===== config.mk =====
export PLATFORM = sky130hd
export DESIGN_NAME = sembol_patlatma
export DESIGN_NICKNAME = d
export VERILOG_FILES = /design/src/rtl/sembol_patlatma.sv
export SDC_FILE = /design/constraint.sdc
export NUM_CORES = 1
export LEC_CHECK = 0
export ABC_CLOCK_PERIOD_IN_PS = 3500
export BUFFER_PORTS_ARGS = -buffer_cell sky130_fd_sc_hd__buf_4
export CORE_MARGIN = 5
export CORE_UTILIZATION = 55
export CTS_CLUSTER_SIZE = 14
export DETAILED_ROUTE_END_ITERATION = 10
export GPL_ROUTABILITY_DRIVEN = 0
export PLACE_DENSITY = 0.77
export REMOVE_ABC_BUFFERS = 1
export SLEW_MARGIN = 20
export SYNTH_ARGS = -nofsm -noshare
export SYNTH_HDL_FRONTEND = slang
export SYNTH_SLANG_ARGS = --single-unit
export TNS_END_PERCENT = 30

===== constraint.sdc =====
create_clock -name clk -period 3.5 [get_ports clk]
set_input_delay 0.525 -clock clk [delete_from_list [all_inputs] [get_ports clk]]
set_output_delay 0.525 -clock clk [all_outputs]
set_load 0.02 [all_outputs]

===== src/rtl/sembol_patlatma.sv =====
// Symbol elimination stack: pushes W-bit symbols, pops a run of ESLESME equal symbols and counts pops.
// 1-cycle latency; giris_hazir drops permanently once the stack fills, until rst.
module sembol_patlatma #(
  parameter int SEMBOL_W = 1,
  parameter int DERINLIK = 10,
  parameter int ESLESME  = 3,
  parameter int SKOR_W   = 8
) (
  input  logic                               clk,
  input  logic                               rst,
  input  logic                               giris_gecerli,
  input  logic [SEMBOL_W-1:0]                giris_sembol,
  output logic                               giris_hazir,
  output logic [DERINLIK*SEMBOL_W-1:0]       tablo,
  output logic [$clog2(DERINLIK+1)-1:0]      isaretci,
  output logic                               bitti_mi,
  output logic                               patlama,
  output logic [SKOR_W-1:0]                  skor
);
  localparam int PW = $clog2(DERINLIK+1);

  logic [SEMBOL_W-1:0] yigin [DERINLIK];
  logic [DERINLIK-1:0] pencere;
  logic [DERINLIK-1:0] yaz;
  logic                eslesme;
  logic                aktarim;
  int                  pi;

  assign giris_hazir = !bitti_mi;
  assign aktarim     = giris_gecerli && giris_hazir;

  for (genvar g = 0; g < DERINLIK; g++) begin : g_tablo
    assign tablo[g*SEMBOL_W +: SEMBOL_W] = yigin[g];
  end

  // pencere marks the ESLESME-1 entries just below the top that the new symbol would complete
  always_comb begin
    pencere = '0;
    yaz     = '0;
    pi      = int'(isaretci);
    eslesme = (pi >= ESLESME - 1);
    for (int i = 0; i < DERINLIK; i++) begin
      pencere[i] = (i >= pi - (ESLESME - 1)) && (i < pi);
      yaz[i]     = (i == pi);
      if (pencere[i] && (yigin[i] != giris_sembol)) begin
        eslesme = 1'b0;
      end
    end
  end

  always_ff @(posedge clk) begin
    if (rst) begin
      for (int i = 0; i < DERINLIK; i++) begin
        yigin[i] <= '0;
      end
      isaretci <= '0;
      bitti_mi <= 1'b0;
      patlama  <= 1'b0;
      skor     <= '0;
    end else begin
      patlama <= 1'b0;
      if (aktarim) begin
        for (int i = 0; i < DERINLIK; i++) begin
          if (eslesme && pencere[i]) begin
            yigin[i] <= '0;
          end else if (!eslesme && yaz[i]) begin
            yigin[i] <= giris_sembol;
          end
        end
        if (eslesme) begin
          isaretci <= isaretci - PW'(ESLESME - 1);
          patlama  <= 1'b1;
          if (skor != {SKOR_W{1'b1}}) begin
            skor <= skor + 1'b1;
          end
        end else begin
          isaretci <= isaretci + 1'b1;
          if (isaretci == PW'(DERINLIK - 1)) begin
            bitti_mi <= 1'b1;
          end
        end
      end
    end
  end
endmodule


==> impl_results.md, run 1 <==
- Vias in the first global route: 1594
- Synth Flop Type: dfxtp_1
- Pleak: about 0.9 nW
- Drt pass-1 iters: 4
- Worst path max stage delay: 510 ps
- Hold path cells: 2
- Combinational group share of total power: 0.654
- CP Launch Type: flip-flop
- Switching power: 748 uW
- Initial Util: 0.570
- Largest net degree at the start of global routing: 30
- Slowest cell on crit path: dfxtp_1
- Congestion Overflow GR: 0
- Ratio of cells with drive above 1 in the final layout: 0.234
- Initial antenna violation count: 0
- Wire per inst: 16.4 um
- Core Area: 0.00336 mm2
- Period utilization: 0.927
- Number of I/O port buffers: 28
- Tightest Pin Transition: 627 ps
- Sequential Area: ~580 um2
- Die W: around 69 um
- Cell chain of the critical path: inv_1 -> ha_1 -> or2_2 -> a21oi_1 -> ha_1 -> nor3_2 -> o31a_1 -> nor2_2 -> nor4_4 -> a221o_1
- Footprint of the multi-input gates: 0.00120 mm2
- Post-synth EDFFs: 10
- RSZ-0062 raised after global routing: false
- DRT antenna net count: 0
- Hpwl dp: between 3000 and 4000 um
- Clk pwr share: 0.090
- Final Skew: 6.36 ps
- H-tree depth: 1
- Syn Inst Count: approximately 220
- Die Ht: 69.1 um
- Fin worst setup slack: 256 ps
- FMAX: 308 MHz
- Syn_area_per_cell: 8.92 um2
- Max cap viols: 0
- Number of hold violations in the final report: 0
- Min Clock Period, post-route: 3240 ps
- Post-Syn Area: 0.00192 mm2
- Most common cell after layout, fill and taps aside: buf_4
- Unique masters post-synth: 60
- Violation count after the first detailed-route iteration: 195
- Hold crit path type: reg2reg
- Tot Pwr: 1.50 mW
- Critical Path AT: approximately 3300 ps
- Total Nets Final: 252
- Synth-to-layout area growth: 12.1%
- Fin util: 0.639
- Relative slew slack: 0.581
- Row count: 21
- Setup violations, final: 0
- Clock transition at path regs: 140 ps
- R2R cell count: 10
- Slack of the worst reg-to-reg path: approximately 260 ps
- Fillers: 311
- Worst vdd ir: 430 uV
- Sw frac: 0.498
- Sequential area share after synthesis: 0.303
- Synth Warn #: 0
- Gr usage total: 0.195
- # DRC: 0
- Clk sinks: 24
- First-pass GRT wire length: 7760 um
- Outcome: complete, no violations
- Critical path class: reg2reg
- Postcts setup bufs: 0
- Via-per-instance ratio: 6.21
- Via count: ~1700
- Sequential share of power: 0.256
- Post-Place Worst Slack: roughly 220 ps
- Die area: between 0.004 and 0.005 mm2
- TritonCTS clock tree: built
- Clock network latency to the later pin of the worst-skew pair: 330 ps
- Asr flop ratio synth: 0
- Non-filler cells, final: between 200 and 300
- Post-CTS Hold Buffers: 0
- Dpl cells: 277
- Crit path top cell by count: ha_1
- Clk buf depth: 2
- Synthesized flop and latch total: 24
- Worst path required time: around 3600 ps
- CTS Buf Count: 3
- Commonest cells after routing, fill and taps aside: buf_4 (35), nand2_1 (16), dfxtp_1 (14), nor2_1 (12), ha_1 (12)
- Setup_tns: 0 ps
- Power Density: between 600 and 700 mW/mm2
- N_diodes: 0
- Internal power component: approximately 750 uW
- Final wirelength: about 4600 um
- IO Pins: 29
- Worst setup EP type: flip-flop
- CTS root buffer: clkbuf_4
- CP Max Fanout: 9
- Pins Over Slew Limit: 0
==> synthesized netlist by cell type, types with 3 or more instances <==
cell type  number  share of area
a21oi_1        11          0.029
a221o_1         6          0.031
a31oi_1         3         0.0098
a32oi_1         3          0.014
and2_1          4          0.013
and3_1         11          0.036
buf_2           3         0.0078
buf_4          10          0.039
clkbuf_1        5         0.0098
dfxtp_1        14           0.15
edfxtp_1       10           0.16
ha_1           12          0.078
inv_1           5         0.0098
nand2_1        16          0.031
nand2b_1        3         0.0098
nand3_1         7          0.018
nand4_1         3         0.0098
nor2_1         12          0.023
nor2b_1         6          0.020
nor3_1          5          0.013
o21ai_0         7          0.018
xor2_1         10          0.046
==> worst max-delay path: cells and delay by family (launching register included) <==
kind	cells	cell delay, ps
AO/OA/AOI/OAI	3	650
adder cells (fa/ha/maj)	2	550
buffers and inverters	1	150
flip-flops	1	510
AND/OR/NAND/NOR	4	1110
==> power groups by stage <==
| stage | registers (mW) | logic [mW] | clock network (mW) |
|---|---|---|---|
| 2_1_floorplan | 0.444 | 0.611 | 0 |
| 3_3_place_gp | 0.389 | 0.955 | 0 |
| 3_5_place_dp | 0.391 | 0.958 | 0 |
| 4_1_cts | 0.385 | 0.963 | 0.138 |
| 5_1_grt | 0.393 | 1.07 | 0.152 |
| 6_report | 0.385 | 0.983 | 0.135 |
==> flip-flops by register name, indices dropped and copies added (netlist names) <==
| register | flops |
|---|---|
| yigin | 10 |
| patlama | 1 |
| bitti_mi | 1 |
| skor | 8 |
| isaretci | 4 |
==> through the flow <==
step	hold WS, ps	instance area (um2)
3_5_place_dp	516	2120
4_1_cts	535	2140
6_report	533	2150
3_3_place_gp	503	2120
5_1_grt	560	2150
2_1_floorplan	572	1800
==> layout make-up <==
| class | count | share of cell area |
|---|---|---|
| tap | 46 | 0.0268 |
| sequential | 24 | 0.270 |
| inverter | 6 | 0.0105 |
| clock buffer | 4 | 0.0122 |
| multi-input combinational | 166 | 0.558 |
| timing repair buffer | 35 | 0.122 |
==> routing by layer <==
metal | vias to the layer above | part of all wire | wire [um] | track usage
li1 | 834 | - | - | -
met1 | 832 | 0.44 | 2010 | 0.263
met2 | 69 | 0.48 | 2190 | 0.315
met3 | 9 | 0.070 | 322 | 0.0436
met4 | 0 | 0.017 | 80 | 0.0521
met5 | - | 0 | 0 | 0
==> kinds of logic after synthesis <==
group                    count (synthesis)  share of synthesized area
AO/OA/AOI/OAI                           53                      0.208
XOR/XNOR                                12                     0.0548
adder cells (fa/ha/maj)                 12                     0.0783
buffers and inverters                   25                     0.0744
flip-flops                              24                      0.303
multiplexers                             4                     0.0222
AND/OR/NAND/NOR                         85                      0.260
==> worst paths after layout <==
kind,to,start
hold reg to reg,skor[1],skor[1]
setup / recovery,yigin[5],isaretci[1]
setup reg to reg,yigin[5],isaretci[1]
hold / removal,skor[1],skor[1]
==> what timing repair did <==
action / 4_1_cts / 5_1_grt
endpoints found under the setup margin: 0 / 4
hold endpoints to repair: 0 / 0
resized for setup: 0 / 1
Note: power is estimated with default switching activity, not from simulation.
==> run 2: changes to the inputs <==
--- a/config.mk
+++ b/config.mk
@@ -5,14 +5,16 @@
 export SDC_FILE = /design/constraint.sdc
 export NUM_CORES = 1
 export LEC_CHECK = 0
-export ABC_CLOCK_PERIOD_IN_PS = 3500
+export ABC_CLOCK_PERIOD_IN_PS = 4100
 export BUFFER_PORTS_ARGS = -buffer_cell sky130_fd_sc_hd__buf_4
+export CELL_PAD_IN_SITES_DETAIL_PLACEMENT = 0
+export CELL_PAD_IN_SITES_GLOBAL_PLACEMENT = 2
 export CORE_MARGIN = 5
-export CORE_UTILIZATION = 55
+export CORE_UTILIZATION = 37
 export CTS_CLUSTER_SIZE = 14
 export DETAILED_ROUTE_END_ITERATION = 10
 export GPL_ROUTABILITY_DRIVEN = 0
-export PLACE_DENSITY = 0.77
+export PLACE_DENSITY_LB_ADDON = 0.1
 export REMOVE_ABC_BUFFERS = 1
 export SLEW_MARGIN = 20
 export SYNTH_ARGS = -nofsm -noshare
==> constraint.sdc (replaced) <==
create_clock -name clk -period 4.1 [get_ports clk]
set_input_delay 0.615 -clock clk [delete_from_list [all_inputs] [get_ports clk]]
set_output_delay 0.615 -clock clk [all_outputs]
set_load 0.02 [all_outputs]
==> run 2 against run 1 <==
Net effect: die area is 41% higher; clock-buffer cell count is 1 lower; routed wire length is 10% higher; utilization is 22 points lower; sequential cell count stayed put; cell count is 6.4% higher; clock skew is 0.73 ps lower; sequential power is 11% lower; clock power is 9.6% higher; largest power group unchanged; highest routed layer unchanged.
==> impl_results.md, run 2 (synthesized netlist as in run 1, its figures left out) <==
- Worst setup EP type: flip-flop
- Finished Cell Area: 0.00215 mm2
- Final Skew: between 5 and 6 ps
- Wire per inst: around 17 um
- Worst reg2reg path startpoint: isaretci[1]
- WHS: roughly 520 ps
- Reg with most FFs: yigin
- Clock network latency to the later pin of the worst-skew pair: about 270 ps
- Total Nets Final: between 200 and 250
- Post-CTS sizing: 0
- Clk sinks: 24
- Largest register FFs: 10
- Relative slew slack: 0.549
- Pleak: 0.874 nW
- Largest regs: yigin (10), skor (8), isaretci (4)
- Worst path required time: 4090 ps
- Die area: 0.00672 mm2
- N_diodes: 0
- IO Pins: 29
- Worst vdd ir: around 200 uV
- Initial antenna violation count: 0
- Initial Util: 0.378
- CP Max Fanout: 9
- Post-CTS Hold Buffers: 0
- First-pass GRT wire length: approximately 8300 um
- # DRC: 0
- Setup violations, final: 0
- Critical Path AT: 3570 ps
- Min Clock Period, post-route: roughly 3600 ps
- Sw frac: 0.503
- Postcts setup bufs: 0
- H-tree depth: 1
- Hold crit path type: reg2reg
- Internal power component: 640 uW
- Number of I/O port buffers: 28
- Setup_tns: 0 ps
- Die Ht: 82 um
- Synth-to-layout area growth: 12.0%
- Sequential share of power: 0.267
- Post-Place Worst Slack: 583 ps
- Commonest cells after routing, fill and taps aside: buf_4 (29), nand2_1 (16), dfxtp_1 (14), nor2_1 (12), ha_1 (12)
- Critical path class: reg2reg
- Hpwl dp: between 3000 and 4000 um
- Area after DPL: 0.00210 mm2
- DRT antenna net count: 0
- Tightest Pin Transition: a little under 700 ps
- Combinational group share of total power: 0.618
- Clk pwr share: 0.115
- Row count: 26
- Power Density: 599 mW/mm2
- Vias in the first global route: 1669
- Final wirelength: approximately 5100 um
- Largest net degree at the start of global routing: 30
- Gr usage total: 0.159
- Period utilization: 0.873
- Core Area: between 0.005 and 0.006 mm2
- CP Launch Type: flip-flop
- Number of hold violations in the final report: 0
- RSZ-0062 raised after global routing: false
- Ratio of cells with drive above 1 in the final layout: 0.210
- Most common cell after layout, fill and taps aside: buf_4
- FMAX: 280 MHz
- TritonCTS clock tree: built
- Violation count after the first detailed-route iteration: 152
- CTS root buffer: clkbuf_8
- Pins Over Slew Limit: 0
- Min-delay src: bitti_mi
- Drt pass-1 iters: 4
- Start point of the critical path: isaretci[1]
- Via count: ~1700
- Max cap viols: 0
- Congestion Overflow GR: 0
- Fillers: 544
- Fin util: 0.423
- CTS Buf Count: 3
- Outcome: complete, no violations
- Clock transition at path regs: roughly 90 ps
- Via-per-instance ratio: between 5 and 6
- Clk buf depth: 2
- Die W: 82 um
- Switching power: 647 uW
- Fin worst setup slack: 523 ps
==> run 2: per-layer routing <==
metal / routed length [um] / GRT usage / vias up
met3: 288 / 0.0230 / 8
met5: 0 / 0 / -
met2: 2480 / 0.273 / 58
met4: 114 / 0.0565 / 0
li1: - / - / 819
met1: 2180 / 0.202 / 803
==> run 2: final cells by class <==
type / instances / area [um2] / share of cell area
Multi-Input combinational cell: 166 / 1190 / 0.556
Timing Repair Buffer: 29 / 218 / 0.101
Sequential cell: 24 / 581 / 0.270
Inverter: 6 / 22.5 / 0.0105
Clock buffer: 3 / 41.3 / 0.0192
Tap cell: 70 / 87.6 / 0.0408
Clock inverter: 1 / 3.75 / 0.00175
==> run 2: critical path: stages (launching register included) <==
cell and delay [ps]:
dfxtp_1 490, inv_1 240, ha_1 500, nand2_1 180, a21oi_1 180, ha_1 260, nor3_1 400, o31a_1 300
nor2_2 110, nor4_4 400, a221o_1 230
==> run 2: path summary, 6_finish.rpt <==
kind / depth (start not counted) / slack [ps] / end
worst max-delay path: 10 / 520 / yigin[5]
worst min-delay path: 2 / 520 / bitti_mi
worst max register to register: 10 / 520 / yigin[5]
worst min register to register: 2 / 520 / bitti_mi
==> run 2: power groups by stage <==
stage          Sequential, mW  Clock, mW  Combinational (mW)
3_3_place_gp            0.347          0               0.792
2_1_floorplan           0.379          0               0.522
6_report                0.344      0.148               0.795
3_5_place_dp            0.349          0               0.786
5_1_grt                 0.352      0.165               0.869
4_1_cts                 0.344      0.159               0.788
==> run 2: per-stage QoR <==
stage / instances / total power [mW]
after CTS: 299 / 1.29
after detailed placement: 295 / 1.13
final: 299 / 1.29
after global routing: 299 / 1.39
after global placement: 295 / 1.14
after floorplan: 196 / 0.901
==> run 3: changes to the inputs <==
--- a/config.mk
+++ b/config.mk
@@ -5,12 +5,13 @@
 export SDC_FILE = /design/constraint.sdc
 export NUM_CORES = 1
 export LEC_CHECK = 0
+export ABC_AREA = 1
 export ABC_CLOCK_PERIOD_IN_PS = 4100
 export BUFFER_PORTS_ARGS = -buffer_cell sky130_fd_sc_hd__buf_4
 export CELL_PAD_IN_SITES_DETAIL_PLACEMENT = 0
 export CELL_PAD_IN_SITES_GLOBAL_PLACEMENT = 2
 export CORE_MARGIN = 5
-export CORE_UTILIZATION = 37
+export CORE_UTILIZATION = 35
 export CTS_CLUSTER_SIZE = 14
 export DETAILED_ROUTE_END_ITERATION = 10
 export GPL_ROUTABILITY_DRIVEN = 0
==> run 3 against run 2 <==
Net effect: routed wire length is 14% higher; sequential cell count stayed put; clock power is 44% higher; worst setup slack better by 550 ps; utilization is 1.9 points lower; area after synthesis is 2.1% higher; critical path type unchanged; largest cell class unchanged; largest power group unchanged; highest routed layer unchanged.
==> impl_results.md, run 3 <==
- Clock network latency to the later pin of the worst-skew pair: between 200 and 300 ps
- Max cap viols: 0
- Initial antenna violation count: 0
- Pleak: 0.977 nW
- Internal power component: a little over 700 uW
- Top post-synthesis cells by area: edfxtp_1 (15%), dfxtp_1 (14%), nand2_1 (9.4%), nand3_1 (8.9%), ha_1 (7.7%)
- GRT Max-Usage Layer: met2
- Relative slew slack: 0.668
- Worst reg2reg path startpoint: isaretci[1]
- CP Max Fanout: 10
- N_diodes: 0
- Period utilization: 0.739
- GRT met1 Usage: 0.244
- RSZ-0062 raised after global routing: false
- Postcts setup bufs: 0
- Worst vdd ir: 351 uV
- Core Area: 0.00547 mm2
- Sequential share of power: 0.234
- Worst setup EP type: flip-flop
- Synthesized flop and latch total: 24
- Final wirelength: 5760 um
- Min-delay src: skor[4]
- CTS root buffer: clkbuf_8
- Post-CTS Hold Buffers: 0
- Wire per inst: 16.0 um
- Drt pass-1 iters: 4
- Hpwl dp: between 4000 and 5000 um
- First-pass GRT wire length: 9630 um
- Setup violations, final: 0
- Most common cell after layout, fill and taps aside: nand2_1
- Top-count cell post-synth: nand2_1
- Critical path class: reg2reg
- Syn_area_per_cell: between 7 and 8 um2
- Syn Inst Count: 271
- Die area: 0.00719 mm2
- Worst path required time: 4100 ps
- Unique masters post-synth: 27
- TritonCTS clock tree: built
- FMAX: 330 MHz
- Fillers: 620
- Reg with most FFs: yigin
- Synth Flop Type: dfxtp_1
- Largest regs: yigin (10), skor (8), isaretci (4)
- IO Pins: 29
- Largest register FFs: 10
- Pins Over Slew Limit: 0
- Fin util: 0.404
- Critical Path AT: 3030 ps
- Gr usage total: 0.168
- Congestion Overflow GR: 0
- Clock transition at path regs: 90 ps
- Via count: 1813
- Total Nets Final: around 300
- Tightest Pin Transition: 497 ps
- Post-CTS sizing: 0
- Switching power: 827 uW
- CP Launch Type: flip-flop
- Setup_tns: 0 ps
- Via-per-instance ratio: 5.05
- Met2 Usage GRT: 0.265
- CTS Buf Count: 3
- Initial Util: 0.358
- Outcome: complete, no violations
- Vias in the first global route: 1827
- Synth Warn #: 0
- Die Ht: 84.8 um
- # DRC: 0
- Hold crit path type: reg2reg
- Die W: ~85 um
- Sequential Area: 581 um2
- Asr flop ratio synth: 0
- Post-Syn Area: around 0.002 mm2
- Final Skew: 5.92 ps
- H-tree depth: 1
- Synth-to-layout area growth: 13.0%
- Clk sinks: 24
- Clk buf depth: 2
- Clk pwr share: 0.137
- Slack of the worst reg-to-reg path: 1070 ps
- Footprint of the multi-input gates: 0.00118 mm2
- Combinational group share of total power: 0.629
- Top-area cell type share of the netlist area: 0.153
- Post-synth EDFFs: 10
- Violation count after the first detailed-route iteration: 210
- Ratio of cells with drive above 1 in the final layout: 0.199
- Most common library cells after synthesis: nand2_1 (49), nor2_1 (36), nand3_1 (35), a21oi_1 (19)
- Commonest cells after routing, fill and taps aside: nand2_1 (49), nor2_1 (36), nand3_1 (35), buf_4 (28), a21oi_1 (19)
- Most area-hungry cell type in the Yosys netlist: edfxtp_1
- WHS: 507 ps
- Sw frac: 0.532
- Min Clock Period, post-route: 3030 ps
- Number of hold violations in the final report: 0
- Power Density: between 700 and 800 mW/mm2
- Met3 Usage GRT: 0.0285
- Largest net degree at the start of global routing: 20
- Row count: 27
- DRT antenna net count: 0
- Start point of the critical path: isaretci[1]
- Number of I/O port buffers: 28
- Sequential area share after synthesis: 0.296
run 3: final cells by class:
| type | count | area share |
|---|---|---|
| clock buffer | 3 | 0.0187 |
| multi-input combinational | 209 | 0.531 |
| timing repair buffer | 28 | 0.0950 |
| clock inverter | 1 | 0.0136 |
| sequential | 24 | 0.262 |
| inverter | 22 | 0.0384 |
| tap | 72 | 0.0407 |
run 3: worst max-delay path, stage by stage (launching register included):
cell,delay (ps)
dfxtp_1,570
inv_2,170
ha_1,300
nand2_2,140
inv_2,70
nor2_4,120
nor2_2,60
ha_1,280
nand3b_1,160
nand3_1,120
nand3_2,120
nand2_4,160
nand2_2,100
nor2_1,160
nand3_1,140
nand2_1,110
run 3: power by group through the flow:
stage | clock, mW | sequential [mW] | combinational [mW]
2_1_floorplan | 0 | 0.404 | 0.654
3_3_place_gp | 0 | 0.365 | 0.999
3_5_place_dp | 0 | 0.368 | 0.981
4_1_cts | 0.221 | 0.363 | 0.983
5_1_grt | 0.228 | 0.372 | 1.10
6_report | 0.213 | 0.364 | 0.978
run 3: path summary, 6_finish.rpt:
kind | to | depth (start not counted)
max | yigin[2] | 15
min | skor[4] | 2
max reg2reg | yigin[2] | 15
min reg2reg | skor[4] | 2
run 3: routing by layer:
| metal | routed length (um) | part of all wire |
|---|---|---|
| met2 | 2610 | 0.45 |
| met3 | 293 | 0.051 |
| met1 | 2830 | 0.49 |
| met4 | 27 | 0.0047 |
| met5 | 0 | 0 |
run 3: logic make-up (layout without fill, tap and decap cells):
group | count (synthesis) | after routing | share of synthesized area
XOR/XNOR | 15 | 15 | 0.0671
flip-flops | 24 | 24 | 0.296
AO/OA/AOI/OAI | 27 | 27 | 0.0690
adder cells (fa/ha/maj) | 12 | 12 | 0.0767
buffers and inverters | 38 | 54 | 0.103
AND/OR/NAND/NOR | 155 | 155 | 0.388
run 3: metrics by stage:
stage	instances	setup slack [ps]	area [um2]	power, mW
detailed placement	355	1110	2140	1.35
floorplan	255	1350	1840	1.06
global route	359	848	2210	1.70
finish	359	1070	2210	1.55
CTS	359	1100	2210	1.57
global placement	355	1120	2140	1.36
